$ cat config.mk
export PLATFORM = sky130hd
export DESIGN_NAME = mem_arbiter
export DESIGN_NICKNAME = d
export VERILOG_FILES = /design/src/rtl/cache_pkg.sv /design/src/rtl/owner_tag_pipe.sv /design/src/rtl/mem_arbiter.sv
export SDC_FILE = /design/constraint.sdc
export NUM_CORES = 1
export LEC_CHECK = 0
export CELL_PAD_IN_SITES_DETAIL_PLACEMENT = 1
export CELL_PAD_IN_SITES_GLOBAL_PLACEMENT = 1
export CORE_UTILIZATION = 18
export DETAILED_ROUTE_END_ITERATION = 7
export PLACE_DENSITY_LB_ADDON = 0.1
export SLEW_MARGIN = 30
export SYNTH_ARGS = -nofsm -noshare
export SYNTH_HDL_FRONTEND = slang
export SYNTH_SLANG_ARGS = --single-unit
$ cat constraint.sdc
create_clock -name clk -period 5.75 [get_ports clk]
set_input_delay 1.4375 -clock clk [delete_from_list [all_inputs] [get_ports clk]]
set_output_delay 1.4375 -clock clk [all_outputs]
set_load 0.01 [all_outputs]
$ cat src/rtl/cache_pkg.sv
// ============================================================================
//  Module      : cache_pkg
//  Description : Shared arbiter state encoding, owner encoding and tag type
//                for the I/D-cache main-memory arbiter.
//  Revision    : 1.0 - initial release
// ============================================================================
`default_nettype none

package cache_pkg;

    localparam logic [1:0] IDLE    = 2'd0;
    localparam logic [1:0] GRANT_I = 2'd1;
    localparam logic [1:0] GRANT_D = 2'd2;

    localparam logic OWNER_I = 1'b0;
    localparam logic OWNER_D = 1'b1;

    typedef struct packed {
        logic valid;
        logic owner;
    } owner_tag_t;

    // On a simultaneous miss the cache that was not served last wins.
    function automatic logic tie_winner(input logic last_grant);
        return (last_grant == OWNER_I) ? OWNER_D : OWNER_I;
    endfunction

endpackage

`default_nettype wire

$ cat src/rtl/owner_tag_pipe.sv
// ============================================================================
//  Module      : owner_tag_pipe
//  Description : Fixed-depth shift register tracking which cache owns each
//                outstanding memory read, aligned to the memory read latency.
//  Revision    : 1.0 - initial release
// ============================================================================
`default_nettype none

module owner_tag_pipe
    import cache_pkg::*;
#(
    parameter int DEPTH = 4
) (
    input  logic       clk,
    input  logic       rst,
    input  owner_tag_t push,
    output owner_tag_t tail
);

    owner_tag_t r_stage [DEPTH];

    generate
        for (genvar gi = 0; gi < DEPTH; gi++) begin : g_stage
            if (gi == 0) begin : g_head
                always_ff @(posedge clk) begin
                    if (rst) r_stage[0] <= '0;
                    else     r_stage[0] <= push;
                end
            end else begin : g_body
                always_ff @(posedge clk) begin
                    if (rst) r_stage[gi] <= '0;
                    else     r_stage[gi] <= r_stage[gi-1];
                end
            end
        end
    endgenerate

    assign tail = r_stage[DEPTH-1];

endmodule

`default_nettype wire

$ cat src/rtl/mem_arbiter.sv
// ============================================================================
//  Module      : mem_arbiter
//  Description : Arbitrates main memory between the I-cache and D-cache fill
//                FSMs and write-through stores; routes read returns to owner.
//  Revision    : 1.0 - initial release
// ============================================================================
`default_nettype none

module mem_arbiter
    import cache_pkg::*;
#(
    parameter int MEM_LATENCY = 4
) (
    input  logic        clk,
    input  logic        rst,
    input  logic        i_miss,
    input  logic        d_miss,
    input  logic        i_busy,
    input  logic        d_busy,
    input  logic        i_mem_en,
    input  logic        d_mem_en,
    input  logic [15:0] i_addr,
    input  logic [15:0] d_addr,
    input  logic        d_wr_en,
    input  logic [15:0] d_wr_addr,
    input  logic [15:0] d_wr_data,
    input  logic        memory_data_valid,
    output logic        i_proceed,
    output logic        d_proceed,
    output logic        d_wr_stall,
    output logic        mem_en,
    output logic        mem_wr,
    output logic [15:0] mem_addr,
    output logic [15:0] mem_data_in,
    output logic        i_data_valid,
    output logic        d_data_valid,
    output logic        route_err
);

    logic [1:0]  r_state;
    logic [1:0]  w_next_state;
    logic        r_started;
    logic        r_last_grant;
    logic        r_route_err;

    logic        w_granted;
    logic        w_grant_owner;
    logic        w_sel_busy;
    logic        w_sel_miss;
    logic        w_release;
    owner_tag_t  w_push;
    owner_tag_t  w_tail;

    assign w_granted     = (r_state == GRANT_I) || (r_state == GRANT_D);
    assign w_grant_owner = (r_state == GRANT_D) ? OWNER_D : OWNER_I;
    assign w_sel_busy    = (r_state == GRANT_D) ? d_busy : i_busy;
    assign w_sel_miss    = (r_state == GRANT_D) ? d_miss : i_miss;

    // Before the FSM goes busy a dropped miss releases; afterwards only busy falling does.
    assign w_release = (r_started & ~w_sel_busy) | (~r_started & ~w_sel_miss);

    always_comb begin
        w_next_state = r_state;
        case (r_state)
            IDLE: begin
                if (i_miss && d_miss)
                    w_next_state = (tie_winner(r_last_grant) == OWNER_D) ? GRANT_D : GRANT_I;
                else if (d_miss)
                    w_next_state = GRANT_D;
                else if (i_miss)
                    w_next_state = GRANT_I;
            end
            GRANT_I, GRANT_D: begin
                if (w_release) w_next_state = IDLE;
            end
            default: w_next_state = IDLE;
        endcase
    end

    always_ff @(posedge clk) begin
        if (rst) begin
            r_state      <= IDLE;
            r_started    <= 1'b0;
            r_last_grant <= OWNER_I;
            r_route_err  <= 1'b0;
        end else begin
            r_state <= w_next_state;
            if (w_granted && w_release) begin
                r_started    <= 1'b0;
                r_last_grant <= w_grant_owner;
            end else if (w_granted && w_sel_busy) begin
                r_started <= 1'b1;
            end
            if (memory_data_valid && !w_tail.valid)
                r_route_err <= 1'b1;
        end
    end

    assign i_proceed = (r_state == GRANT_I);
    assign d_proceed = (r_state == GRANT_D);
    assign route_err = r_route_err;

    always_comb begin
        mem_en      = 1'b0;
        mem_wr      = 1'b0;
        mem_addr    = 16'h0000;
        mem_data_in = 16'h0000;
        d_wr_stall  = 1'b0;
        case (r_state)
            IDLE: begin
                if (d_wr_en) begin
                    if (i_miss || d_miss) begin
                        d_wr_stall = 1'b1;
                    end else begin
                        mem_en      = 1'b1;
                        mem_wr      = 1'b1;
                        mem_addr    = d_wr_addr;
                        mem_data_in = d_wr_data;
                    end
                end
            end
            GRANT_I: begin
                mem_en     = i_mem_en;
                mem_addr   = i_addr;
                d_wr_stall = d_wr_en;
            end
            GRANT_D: begin
                mem_en     = d_mem_en;
                mem_addr   = d_addr;
                d_wr_stall = d_wr_en;
            end
            default: begin
                d_wr_stall = d_wr_en;
            end
        endcase
    end

    assign w_push.valid = mem_en & ~mem_wr;
    assign w_push.owner = w_grant_owner;

    owner_tag_pipe #(
        .DEPTH (MEM_LATENCY)
    ) u_owner_tag_pipe (
        .clk  (clk),
        .rst  (rst),
        .push (w_push),
        .tail (w_tail)
    );

    assign i_data_valid = memory_data_valid & w_tail.valid & (w_tail.owner == OWNER_I);
    assign d_data_valid = memory_data_valid & w_tail.valid & (w_tail.owner == OWNER_D);

endmodule

`default_nettype wire

==> results of run 1 <==
-- worst paths after layout --
path / endpoint / slack [ps] / depth (start not counted)
hold reg to reg: u_owner_tag_pipe.r_stage[2][0]$_SDFF_PP0_ / 440 / 1
hold / removal: u_owner_tag_pipe.r_stage[2][0]$_SDFF_PP0_ / 440 / 1
setup reg to reg: r_state[1]$_SDFFE_PP0P_ / 3470 / 5
setup / recovery: mem_addr[8] / 820 / 6
-- cell families after synthesis --
logic type / synth area share
simple gates: 0.3116
buf+inv: 0.06895
flops: 0.2656
fa+ha+maj: 0.06386
mux: 0.06896
compound gates: 0.2209
-- power by group through the flow --
stage | clock [mW] | sequential, mW | combinational [mW]
3_5_place_dp | 0 | 0.106 | 0.251
6_report | 0.0770 | 0.104 | 0.250
2_1_floorplan | 0 | 0.104 | 0.111
3_3_place_gp | 0 | 0.105 | 0.244
5_1_grt | 0.0862 | 0.105 | 0.269
4_1_cts | 0.0811 | 0.104 | 0.253
-- layout make-up --
| cell class | count | area share |
|---|---|---|
| sequential | 13 | 0.1176 |
| inverter | 4 | 0.006784 |
| clock buffer | 4 | 0.02035 |
| tap | 70 | 0.03957 |
| multi-input combinational | 90 | 0.3013 |
| timing repair buffer | 114 | 0.5144 |
-- Yosys cell counts --
library cell | number | share of area
a211oi_1 | 1 | 0.0077
a21boi_0 | 1 | 0.0077
a21oi_1 | 3 | 0.015
a221o_1 | 1 | 0.010
a222oi_1 | 16 | 0.16
a22oi_1 | 1 | 0.0077
a2bb2oi_1 | 1 | 0.0089
and2_1 | 17 | 0.11
and3_1 | 1 | 0.0064
buf_1 | 1 | 0.0038
buf_2 | 3 | 0.015
buf_6 | 1 | 0.011
clkbuf_1 | 6 | 0.023
dfxtp_1 | 13 | 0.27
ha_1 | 5 | 0.064
inv_1 | 3 | 0.011
inv_2 | 1 | 0.0038
mux2_1 | 1 | 0.011
mux2_2 | 1 | 0.011
mux2_4 | 1 | 0.015
mux2i_1 | 3 | 0.031
nand2_1 | 1 | 0.0038
nand2b_1 | 3 | 0.019
nand3b_1 | 1 | 0.0077
nor2_1 | 18 | 0.069
nor2b_1 | 10 | 0.064
nor3b_1 | 1 | 0.0077
nor4_1 | 1 | 0.0064
nor4bb_1 | 1 | 0.010
or3b_1 | 1 | 0.0089
-- state kept, by name, indices dropped and copies added, names as in the netlist --
register / flops
u_owner_tag_pipe.r_stage: 8
route_err: 1
r_last_grant: 1
r_state: 2
r_started: 1
-- layer usage --
layer,GRT usage,vias to the layer above,part of all wire
li1,-,645,-
met1,0.1648,648,0.37
met2,0.2960,65,0.53
met3,0.05159,2,0.095
met4,0.03292,0,0.0029
met5,0,-,0
==> flow_metrics.py, run 1 <==
metrics = {
    "cts": {
        "numClockSinks": 13,
        "cts_tree": "done",
        "worstSkewPairLatency_ps": 230,
        "clk_pin_slew_ps": 50,
        "cts_buffers": 3,
        "h-tree-depth": 1,
        "postCtsResizedCells": 0,
        "postCtsSetupRepairBufs": 0,
        "cts_buffer_depth": 2,
        "holdBufCountCts": 0,
        "cts_root_buffer": "clkbuf_8",
    },
    "run": {
        "cap_viol_max_count": 0,
    },
    "power_and_ir_drop": {
        "power.total_mw": 0.4303,
        "p_sw_frac": 0.3142,
        "p_int_mw": 0.2951,
        "p_leak_nw": 0.8449,
        "clock_power_share": 0.179,
        "pwr_density_cell_mw_per_mm2": 194.4,
        "comb_power_share": 0.580,
        "p_seq_frac": 0.241,
        "p_switching_mw": 0.1352,
        "irDropWorstVdd_v": 0.00006899,
    },
    "timing": {
        "setup_slack_ps": 815.9,
        "fin_crit_sh": 0.8581,
        "maxSlewViolCount": 0,
        "period_needed_ps": 4934,
        "timing.hold.ws_ps": 438.7,
        "fin_worst_skew_ps": 1.841,
        "fmax_mhz": 202.7,
        "grt_setup_unrepaired": "false",
        "setup_tns_ps": 0,
        "worstMarginPinSlew_ps": 891.0,
        "relSlewSlack": 0.4060,
        "finalSetupViolCount": 0,
        "hold_viol": 0,
    },
    "detailed_routing": {
        "post-route-drc-count": 0,
        "vias_per_cell": 4.610,
        "wire_per_inst_um": 15.45,
        "routed_wl_um": 4558,
        "postRouteAntennaNets": 0,
        "drtPass1Iterations": 5,
        "vias": 1360,
        "drt_iter0_drc": 68,
    },
    "setup_path": {
        "cp_cell_sequence": "clkdlybuf4s50_1, nor4bb_4, buf_4, a222oi_1, nor2_1, clkdlybuf4s50_1",
        "end_kind": "output port",
        "cp.arrival_ps": 3500,
        "crit_top_cell": "clkdlybuf4s50_1",
        "critPathBufInv": 3,
        "crit_family": "buffers and inverters",
        "crit_fanout": 35,
        "r2r-start": "r_state[0]$_SDFFE_PP0P_",
        "cpPeakStageDelay_ps": 580,
        "start_kind": "input port",
        "slowest_stage": "clkdlybuf4s50_1",
        "worstSetupPathType": "in2out",
        "cp.required_ps": 4310,
        "startpoint": "i_miss",
    },
    "final_layout": {
        "multiInputGateArea_um2": 666.9,
        "antennaDiodeCount": 0,
        "register_area_um2": 260.3,
        "final_util": 0.4279,
        "layout_commonest_cell": "clkdlybuf4s50_1",
        "layout_common_cells": "clkdlybuf4s50_1, nor2_1, and2_1",
        "nFillCells": 592,
        "area_growth_pct": 125.9,
        "fin_area_mm2": 0.002213,
        "final_cells": 295,
        "layout-drive-gt1-share": 0.03556,
        "nNetsFinal": 305,
    },
    "yosys": {
        "ys_types": 30,
        "syn_avg_cell_area_um2": 8.302,
        "seq_area_frac_synth": 0.2656,
        "syn_nets": 197,
        "synth_seq_cells": 13,
        "synthCells": 118,
        "syn-cell-area_um2": 979.7,
        "synth_warnings": 0,
    },
    "worst_hold_path": {
        "holdCritStartpoint": "u_owner_tag_pipe.r_stage[1][0]$_SDFF_PP0_",
        "hp-class": "reg2reg",
    },
    "place": {
        "dp_hpwl_um": 3744,
        "place_ws_ps": 812.4,
        "gp_congestion": 0.7061,
        "port_buffers": 113,
        "placed_area_mm2": 0.002168,
        "place_inst": 291,
    },
    "outcome": {
        "outcome": "finished clean",
    },
    "global_routing": {
        "grt_pass1_vias": 1420,
        "antenna_found_initial": 0,
        "grt_max_degree": 36,
        "grt_pass1_wl_um": 6768,
        "grt_use_total": 0.1554,
        "grt.overflow.total": 0,
    },
    "floorplanning": {
        "ios": 114,
        "start_util": 0.1894,
        "die_h_um": 75.78,
        "dieWidth_um": 75.78,
        "die_area_mm2": 0.005742,
        "rows": 26,
        "core_area_mm2": 0.005172,
    },
}
No activity file was read; power rests on OpenSTA's default activity.
==> run 2: changes to the inputs <==
Settings changed: CORE_UTILIZATION 18 to 17.
Clock period 5.75 ns to 5.2 ns, I/O delays scaled along.
==> flow_metrics.py, run 2 (same netlist as run 1, synthesis figures left out) <==
metrics = {
    "outcome": {
        "outcome": "finished clean",
    },
    "cts": {
        "cts_root_buffer": "clkbuf_8",
        "worstSkewPairLatency_ps": 230,
        "h-tree-depth": 1,
        "holdBufCountCts": 0,
        "numClockSinks": 13,
        "postCtsSetupRepairBufs": 0,
        "cts_buffer_depth": 2,
        "clk_pin_slew_ps": 60,
        "postCtsResizedCells": 0,
        "cts_buffers": 3,
        "cts_tree": "done",
    },
    "final_layout": {
        "antennaDiodeCount": 0,
        "layout_common_cells": "clkdlybuf4s50_1, nor2_1, and2_1",
        "fin_area_mm2": 0.002217,
        "top_regs": "u_owner_tag_pipe.r_stage: 8 flops, r_state: 2 flops",
        "layout_commonest_cell": "clkdlybuf4s50_1",
        "layout-drive-gt1-share": 0.04000,
        "top_register": "u_owner_tag_pipe.r_stage",
        "nNetsFinal": 305,
        "area_growth_pct": 126.3,
        "nFillCells": 658,
        "largest_reg_flops": 8,
    },
    "global_routing": {
        "grt_pass1_wl_um": 7217,
        "grt_max_degree": 36,
        "antenna_found_initial": 0,
        "grt.overflow.total": 0,
        "grt_use_total": 0.1513,
        "grt_pass1_vias": 1460,
    },
    "run": {
        "cap_viol_max_count": 0,
    },
    "floorplanning": {
        "rows": 27,
        "die_area_mm2": 0.006071,
        "ios": 114,
        "die_h_um": 77.92,
        "start_util": 0.1768,
        "core_area_mm2": 0.005540,
        "dieWidth_um": 77.92,
    },
    "power_and_ir_drop": {
        "p_leak_nw": 0.8476,
        "pwr_density_cell_mw_per_mm2": 215.3,
        "irDropWorstVdd_v": 0.0001082,
    },
    "setup_path": {
        "cp.required_ps": 3900,
        "r2r-start": "r_state[0]$_SDFFE_PP0P_",
        "startpoint": "i_miss",
        "worstSetupPathType": "in2out",
        "reg2reg_slack_ps": 2950,
        "crit_fanout": 35,
        "ff2ff_path_depth": 5,
        "end_kind": "output port",
        "start_kind": "input port",
        "worstReg2RegEnd": "r_state[0]$_SDFFE_PP0P_",
        "cp.arrival_ps": 3320,
    },
    "detailed_routing": {
        "drt_iter0_drc": 64,
        "drtPass1Iterations": 4,
        "post-route-drc-count": 0,
        "postRouteAntennaNets": 0,
        "vias_per_cell": 4.539,
        "vias": 1348,
        "wire_per_inst_um": 15.45,
        "routed_wl_um": 4590,
    },
    "timing": {
        "hold_viol": 0,
        "period_needed_ps": 4617,
        "maxSlewViolCount": 0,
        "worstMarginPinSlew_ps": 835.3,
        "setup_tns_ps": 0,
        "relSlewSlack": 0.4431,
        "finalSetupViolCount": 0,
        "fin_worst_skew_ps": 0.8751,
        "grt_setup_unrepaired": "false",
        "fmax_mhz": 216.6,
        "fin_crit_sh": 0.8878,
    },
    "place": {
        "placed_area_mm2": 0.002171,
        "gp_congestion": 0.7105,
        "port_buffers": 113,
        "dp_hpwl_um": 3773,
    },
    "worst_hold_path": {
        "whs_path_depth": 1,
        "holdPathEnd": "u_owner_tag_pipe.r_stage[1][1]$_SDFF_PP0_",
        "hp-class": "reg2reg",
        "holdCritStartpoint": "u_owner_tag_pipe.r_stage[0][1]$_SDFF_PP0_",
    },
}
run 2: worst max path at each step:
| stage | depth (start not counted) | end |
|---|---|---|
| final | 6 | mem_addr[6] |
| after detailed placement | 6 | mem_addr[6] |
| after global placement | 6 | mem_addr[6] |
| after CTS | 6 | mem_addr[6] |
| after floorplan | 5 | mem_addr[2] |
| after global routing | 6 | mem_addr[6] |
run 2: critical path, cell delays in order:
cell and delay (ps):
clkdlybuf4s50_1 490, nor4bb_4 300, buf_4 360, a222oi_1 150
nor2_1 140, clkdlybuf4s50_1 570
run 2: layout make-up:
type,count,area [um2],share of cell area
clock inverters,1,5.005,0.002257
well taps,72,90.09,0.04063
flip-flops and latches,13,260.3,0.1174
multi-input cells,90,666.9,0.3008
repair buffers,114,1139,0.5135
clock buffers,3,41.29,0.01862
inverters,4,15.01,0.006772
run 2: power breakdown:
| group | total (mW) | internal (mW) | switching (mW) |
|---|---|---|---|
| registers | 0.115 | 0.108 | 0.00669 |
| logic | 0.274 | 0.164 | 0.110 |
| clock network | 0.0882 | 0.0527 | 0.0354 |
run 2: per-layer routing:
metal / track usage / routed length, um / vias to the layer above
met4: 0.04259 / 110 / 0
met2: 0.3186 / 2647 / 65
met5: 0 / 0 / -
li1: - / - / 645
met3: 0.02824 / 347 / 8
met1: 0.1449 / 1484 / 630
run 2: stage by stage:
| stage | std cells | util | power, mW | worst slack (ps) | hold WS (ps) |
|---|---|---|---|---|---|
| 2_1_floorplan | 118 | - | 0.2379 | 1701 | 413.8 |
| 3_3_place_gp | 293 | 0.3918 | 0.3859 | 606.3 | 418.4 |
| 3_5_place_dp | 293 | 0.3918 | 0.3943 | 538.9 | 426.6 |
| 4_1_cts | 297 | 0.4002 | 0.4854 | 532.6 | 440.5 |
| 5_1_grt | 297 | 0.4002 | 0.5114 | 393.1 | 450.7 |
| 6_report | 297 | 0.4002 | 0.4775 | 583.2 | 434.8 |
==> run 3: changes to the inputs <==
Settings changed: CTS_BUF_LIST from default to sky130_fd_sc_hd__clkbuf_8.
==> results of run 3 <==
Same layout as run 2: the final DEF is identical, and so are final timing and power.
